===== src/rtl/mdu_pkg.sv =====
// Shared encodings for the multiply/divide unit: op codes, FSM states and op field width.
package mdu_pkg;

    localparam int unsigned MDU_OP_W = 3;

    typedef enum logic [MDU_OP_W-1:0] {
        OpMult  = 3'b000,
        OpMultu = 3'b001,
        OpDiv   = 3'b010,
        OpDivu  = 3'b011,
        OpMthi  = 3'b100,
        OpMtlo  = 3'b101
    } mdu_op_e;

    typedef enum logic [1:0] {
        StIdle,
        StCalc,
        StFix
    } mdu_state_e;

endpackage


===== src/rtl/mdu_divider.sv =====
// Unsigned restoring divider: one quotient bit per enabled cycle, WIDTH steps per divide.
module mdu_divider #(
    parameter int unsigned WIDTH = 32
) (
    input  logic             clk,
    input  logic             rst_n,
    input  logic             load,
    input  logic             en,
    input  logic [WIDTH-1:0] dividend,
    input  logic [WIDTH-1:0] divisor,
    output logic [WIDTH-1:0] quotient,
    output logic [WIDTH-1:0] remainder
);

    logic [WIDTH-1:0] rem_q, quo_q, dsr_q;
    logic [WIDTH:0]   trial;

    // MSB of the trial difference is the borrow: set means the divisor did not fit.
    assign trial = {rem_q, quo_q[WIDTH-1]} - {1'b0, dsr_q};

    always_ff @(posedge clk or negedge rst_n) begin
        if (!rst_n) begin
            rem_q <= '0;
            quo_q <= '0;
            dsr_q <= '0;
        end else if (load) begin
            rem_q <= '0;
            quo_q <= dividend;
            dsr_q <= divisor;
        end else if (en) begin
            if (!trial[WIDTH]) begin
                rem_q <= trial[WIDTH-1:0];
                quo_q <= {quo_q[WIDTH-2:0], 1'b1};
            end else begin
                rem_q <= {rem_q[WIDTH-2:0], quo_q[WIDTH-1]};
                quo_q <= {quo_q[WIDTH-2:0], 1'b0};
            end
        end
    end

    assign quotient  = quo_q;
    assign remainder = rem_q;

endmodule


===== src/rtl/mult_div_unit.sv =====
// Iterative MIPS multiply/divide unit with HI/LO registers and start/busy/done handshake.
// Optional MDU_FAST_MULT_EN: single-cycle registered multiply instead of shift-add.
module mult_div_unit
    import mdu_pkg::*;
#(
    parameter int unsigned WIDTH = 32
) (
    input  logic                clk,
    input  logic                rst_n,
    input  logic                start,
    input  logic [MDU_OP_W-1:0] op,
    input  logic [WIDTH-1:0]    arg1,
    input  logic [WIDTH-1:0]    arg2,
    input  logic                flush,
    output logic                busy,
    output logic                done,
    output logic                div_zero,
    output logic [WIDTH-1:0]    hi,
    output logic [WIDTH-1:0]    lo
);

    localparam int unsigned CW = $clog2(WIDTH + 1);

    mdu_state_e state_q, state_d;
    mdu_op_e    op_e;
    logic [CW-1:0] cnt_q, cnt_d;
    logic launch, step, commit, accept, mt_write;
    logic is_div_q, neg_q, rneg_q, bzero_q, done_q, dz_q;
    logic signed_op, a1_neg, a2_neg;
    logic [WIDTH-1:0] a1_mag, a2_mag, a1_q, mcand_q, hi_q, lo_q, quo_mag, rem_mag;
    logic [WIDTH:0] acc_sum;
    logic [2*WIDTH-1:0] prod_q, mul_mag, mul_res;

    assign op_e      = mdu_op_e'(op);
    assign accept    = (state_q == StIdle) && start && !flush;
    assign mt_write  = accept && ((op_e == OpMthi) || (op_e == OpMtlo));
    assign signed_op = !op[0];
    assign a1_neg    = signed_op && arg1[WIDTH-1];
    assign a2_neg    = signed_op && arg2[WIDTH-1];
    assign a1_mag    = a1_neg ? -arg1 : arg1;
    assign a2_mag    = a2_neg ? -arg2 : arg2;

    always_comb begin
        state_d = state_q;
        cnt_d   = cnt_q;
        launch  = 1'b0;
        step    = 1'b0;
        commit  = 1'b0;
        case (state_q)
            StIdle: begin
                if (accept && !op[MDU_OP_W-1]) begin
                    launch = 1'b1;
                    cnt_d  = CW'(WIDTH);
`ifdef MDU_FAST_MULT_EN
                    state_d = op[1] ? StCalc : StFix;
`else
                    state_d = StCalc;
`endif
                end
            end
            StCalc: begin
                if (flush) begin
                    state_d = StIdle;
                end else begin
                    step  = 1'b1;
                    cnt_d = cnt_q - CW'(1);
                    if (cnt_q == CW'(1)) state_d = StFix;
                end
            end
            StFix: begin
                state_d = StIdle;
                commit  = !flush;
            end
            default: state_d = StIdle;
        endcase
    end

    always_ff @(posedge clk or negedge rst_n) begin
        if (!rst_n) begin
            state_q <= StIdle;
            cnt_q   <= '0;
        end else begin
            state_q <= state_d;
            cnt_q   <= cnt_d;
        end
    end

    // Shift-add step: multiplier drains out of the low half as the product fills the top.
    assign acc_sum = {1'b0, prod_q[2*WIDTH-1:WIDTH]} + {1'b0, (prod_q[0] ? mcand_q : '0)};

`ifdef MDU_FAST_MULT_EN
    assign mul_mag = {{WIDTH{1'b0}}, mcand_q} * {{WIDTH{1'b0}}, prod_q[WIDTH-1:0]};
`else
    assign mul_mag = prod_q;
`endif
    assign mul_res = neg_q ? -mul_mag : mul_mag;

    mdu_divider #(
        .WIDTH(WIDTH)
    ) u_divider (
        .clk      (clk),
        .rst_n    (rst_n),
        .load     (launch && op[1]),
        .en       (step && is_div_q),
        .dividend (a1_mag),
        .divisor  (a2_mag),
        .quotient (quo_mag),
        .remainder(rem_mag)
    );

    always_ff @(posedge clk or negedge rst_n) begin
        if (!rst_n) begin
            is_div_q <= 1'b0;
            neg_q    <= 1'b0;
            rneg_q   <= 1'b0;
            bzero_q  <= 1'b0;
            a1_q     <= '0;
            mcand_q  <= '0;
            prod_q   <= '0;
            hi_q     <= '0;
            lo_q     <= '0;
            done_q   <= 1'b0;
            dz_q     <= 1'b0;
        end else begin
            done_q <= commit || mt_write;
            if (launch) begin
                is_div_q <= op[1];
                neg_q    <= a1_neg ^ a2_neg;
                rneg_q   <= a1_neg;
                bzero_q  <= (arg2 == '0);
                a1_q     <= arg1;
                mcand_q  <= a1_mag;
                prod_q   <= {{WIDTH{1'b0}}, a2_mag};
            end else if (step && !is_div_q) begin
                prod_q <= {acc_sum, prod_q[WIDTH-1:1]};
            end
            if (mt_write) begin
                if (op_e == OpMthi) hi_q <= arg1;
                else                lo_q <= arg1;
            end
            if (commit) begin
                if (!is_div_q) begin
                    {hi_q, lo_q} <= mul_res;
                end else if (bzero_q) begin
                    lo_q <= '1;
                    hi_q <= a1_q;
                    dz_q <= 1'b1;
                end else begin
                    // Quotient truncates toward zero; remainder follows the dividend's sign.
                    lo_q <= neg_q ? -quo_mag : quo_mag;
                    hi_q <= rneg_q ? -rem_mag : rem_mag;
                    dz_q <= 1'b0;
                end
            end
        end
    end

    assign busy     = (state_q != StIdle);
    assign done     = done_q;
    assign div_zero = dz_q;
    assign hi       = hi_q;
    assign lo       = lo_q;

endmodule


===== config.mk =====
export PLATFORM = sky130hd
export DESIGN_NAME = mult_div_unit
export DESIGN_NICKNAME = d
export VERILOG_FILES = /design/src/rtl/mdu_pkg.sv /design/src/rtl/mdu_divider.sv /design/src/rtl/mult_div_unit.sv
export SDC_FILE = /design/constraint.sdc
export NUM_CORES = 1
export LEC_CHECK = 0
export ABC_AREA = 1
export CELL_PAD_IN_SITES_DETAIL_PLACEMENT = 1
export CELL_PAD_IN_SITES_GLOBAL_PLACEMENT = 1
export CORE_MARGIN = 8
export CORE_UTILIZATION = 39
export DETAILED_ROUTE_END_ITERATION = 12
export PLACE_DENSITY_LB_ADDON = 0.1
export SETUP_SLACK_MARGIN = 0.1
export SYNTH_ARGS = -nofsm -noshare
export SYNTH_HDL_FRONTEND = slang
export SYNTH_HIERARCHICAL = 1
export SYNTH_SLANG_ARGS = --single-unit

===== constraint.sdc =====
create_clock -name clk -period 2.7 [get_ports clk]
set_clock_uncertainty 0.2 [all_clocks]
set_input_delay 0.54 -clock clk [delete_from_list [all_inputs] [get_ports clk]]
set_output_delay 0.54 -clock clk [all_outputs]
set_load 0.1 [all_outputs]

==> flow_summary.toml <==
[global_route]
grt-ovfl-total = 0
grtUsageMet2_pct = 56.1
antenna_found_initial = 3
grtUsageTotal_pct = 33.4
grtUsageMet3_pct = 3.94
grt_pass1_wl_um = 180000
grt_pass1_vias = 28600
top_usage_layer = "met2"
grt_max_degree = 87
grt_util_met1_pct = 41.6

[clocking]
htreeDepth = 2
clock_sinks = 301
clkLatencyLatePin_ns = 0.58
cts-root-buf = "clkbuf_16"
clk_pin_slew_ns = 0.07
clockBufferDepth = 3
numCtsBuffers = 37
cts_tree = "done"

[pwr]
vdd_ir_drop_max_v = 0.000471
p_per_area_nw_per_um2 = 952
fin_total_pwr_mw = 30.1
p_leak_nw = 16.5

[setup_path]
crit_buf_inv = 4
start_kind = "register"
path_cells = "inv_2 -> ha_4 -> inv_4 -> fa_2 -> nand2_2 -> nand2_1 -> nand3b_1 -> nand2_2 -> nand2_2 -> nand2_4 -> nand2_4 -> nand2_4 -> nand2_4 -> nand2_8 -> buf_12 -> clkbuf_16 -> nand2_4 -> nand3_2 -> nand2_1"
crit_type = "register to register"
slowest_delay_ns = 0.39
cp_slowest_cell = "dfrtp_1"
startpoint = "u_divider/quotient[31]$_DFFE_PN0P_"
cpMostUsedCell = "nand2_4"
cp_top_family = "simple AND/OR/NAND/NOR gates"
endpoint_kind = "register"
worstPathArrival_ns = 3.04
crit_required_ns = 3.01
worst-r2r-setup-slack_ns = -0.03
cp_max_fo = 8
regToRegStartpoint = "u_divider/quotient[31]$_DFFE_PN0P_"

[yosys]
yosysWarnings = 6
yosys_most_used_dff = "dfrtp_1"
synth_top_area_cell = "dfrtp_1"
synth_top_area_share_pct = 30.8
syn_nets = 4083
ys_types = 54
synth_edf_count = 0
ys_seq_area_share_pct = 30.8
netlist_area_um2 = 24400
ys_seq_elements = 301
syn_inst = 3939
synthArstFlopShare_pct = 100
avgSynthCellArea_um2 = 6.21
synth_area_leaders = "dfrtp_1, nand2_1, inv_1"

[detailed_routing]
viasPerCell = 5.46
drtPass1Iterations = 5
wl_per_cell_um = 23.7
wl_um = 124000
drc_errors = 0
routed-via-count = 28400
drtAntennaViolNets = 0
first_iter_violations = 2177

[placed_design]
hpwlAfterDp_um = 98800
routabilityCongestion = 0.974
portBuffers = 137

[floorplanning]
row_count = 91
dieArea_um2 = 70900
pin_count = 138
fp.dieH_um = 266
start_util_pct = 39.5
design.core.area_um2 = 61800
fp.dieW_um = 266

[outcome]
status = "finished with violations"
violations = "setup timing"

[finish]
final_nets = 4491
fillers = 8307
regArea_um2 = 7540
areaGrowthSynthToFinish_pct = 29.2
drive_above_1_share_pct = 19.1
multi_input_area_um2 = 15600
fin_util_pct = 51.1

[sta]
hold_slack_ns = 0.258
setup_ws_ns = -0.0321
maxSlewHeadroom_pct = 55.6
finalSetupViolCount = 7
fmax_mhz = 366
tightest_slew_ns = 0.658
rsz0062_at_grt = "yes"
drv_slew = 0
finalHoldViolCount = 0
fin_crit_sh_pct = 101
post-route-min-period_ns = 2.73

[job]
maxCapViolations = 0

[hold_path]
worst_hold_path_type = "primary input to asynchronous set/reset pin"
-- path summary, 6_finish.rpt --
check                                                           end  depth (start not counted)
max in group asynchronous                      a1_q[13]$_DFFE_PN0P_                          3
worst max-delay path            u_divider/remainder[12]$_DFFE_PN0P_                         19
worst min-delay path            u_divider/remainder[30]$_DFFE_PN0P_                          2
min in group clk                                  lo[0]$_DFFE_PN0P_                          2
worst min register to register                    lo[0]$_DFFE_PN0P_                          2
worst max register to register  u_divider/remainder[12]$_DFFE_PN0P_                         19
-- cell usage in the layout, fill, tap and decap left out, types with 30 or more instances in the layout --
cell type and n:
clkbuf_16 39, buf_12 31, xor2_1 71, o211ai_1 30, clkdlybuf4s50_1 69, inv_1 457
nand2_2 79, o221ai_1 44, nor2_2 41, nand3_1 239, inv_2 36, buf_4 390
nand2_1 1427, ha_1 38, a21oi_2 30, o21ai_0 190, nand4_1 44, o21ai_1 64
nor2_1 349, a21oi_1 85, dfrtp_1 298
-- flip-flops by register name, indices dropped and copies added, names as in the netlist --
signal / flops
done: 1
u_divider/dsr_q: 32
rneg_q: 1
u_divider/remainder: 32
bzero_q: 1
state_q: 2
cnt_q: 6
hi: 32
a1_q: 32
neg_q: 1
div_zero: 1
mcand_q: 31
mul_mag: 64
u_divider/quotient: 32
lo: 32
is_div_q: 1
-- layer usage --
layer | vias up | part of all wire (%)
met5 | - | 0
met3 | 267 | 5.3
met1 | 14000 | 41
met4 | 0 | 6.6
li1 | 13300 | -
met2 | 932 | 47
-- where the power goes --
| part | switching (mW) | internal (mW) | leakage, nW |
|---|---|---|---|
| clock | 2.27 | 2.74 | 0.574 |
| combinational | 12.0 | 5.49 | 12.1 |
| sequential | 1.74 | 5.85 | 3.81 |
-- through the flow --
stage	setup slack (ns)	cells	TNS (ns)	area [um^2]
floorplan	0.130	3939	0	24500
global placement	-0.269	5126	-6.45	29000
detailed placement	-0.306	5126	-12.58	29000
CTS	0.0606	5196	0	30400
global route	-0.161	5210	-2.64	31600
finish	-0.0321	5210	-0.115	31600
-- cells by family (layout without fill, tap and decap cells) --
| family | count (synthesis) | after routing | share of synthesized area, % |
|---|---|---|---|
| AND/OR/NAND/NOR | 2310 | 2310 | 38.9 |
| AO/OA/AOI/OAI | 527 | 527 | 12.6 |
| other | 0 | 1 | 0 |
| XOR/XNOR | 97 | 97 | 3.48 |
| adder cells (fa/ha/maj) | 73 | 73 | 3.80 |
| buffers and inverters | 630 | 1063 | 10.3 |
| flip-flops | 301 | 301 | 30.8 |
| multiplexers | 1 | 1 | 0.0461 |
-- synthesized netlist by cell type, types with 3 or more instances --
cell / instances
nand2_1: 1501
inv_1: 470
nor2_1: 379
dfrtp_1: 301
nand3_1: 259
o21ai_0: 212
a21oi_1: 118
xor2_1: 72
ha_1: 71
clkbuf_1: 58
buf_2: 53
o21ai_1: 49
nand4_1: 44
o221ai_1: 44
nand2_2: 32
o211ai_1: 30
nor3_1: 26
inv_2: 25
xnor2_1: 25
nor2_2: 24
a22oi_1: 16
nand3b_1: 13
a21o_1: 10
o22ai_1: 10
nand3_2: 9
a31oi_1: 8
buf_1: 8
buf_6: 7
o21ai_2: 6
o21bai_1: 6
nor2_4: 5
nor3_2: 5
o21a_1: 5
o31ai_1: 5
nand2_4: 4
buf_4: 3
clkinv_1: 3
-- cell type report --
class	instances	area share, %
clock buffer	45	3.15
antenna	1	0.00793
tap	837	3.32
inverter	499	5.95
multi-input combinational	3008	49.3
sequential	301	23.9
timing repair buffer	500	13.9
clock inverter	19	0.479
-- repair_timing --
action | 4_1_cts | 5_1_grt
gates resized for setup | 49 | 260
setup endpoints to repair | 54 | 92
pin swaps | 11 | 41
cloned | 0 | 2
hold endpoints to repair | 34 | 0
hold buffers | 1 | 0
setup buffers | 5 | 11
Note: power is estimated with default switching activity, not from simulation.
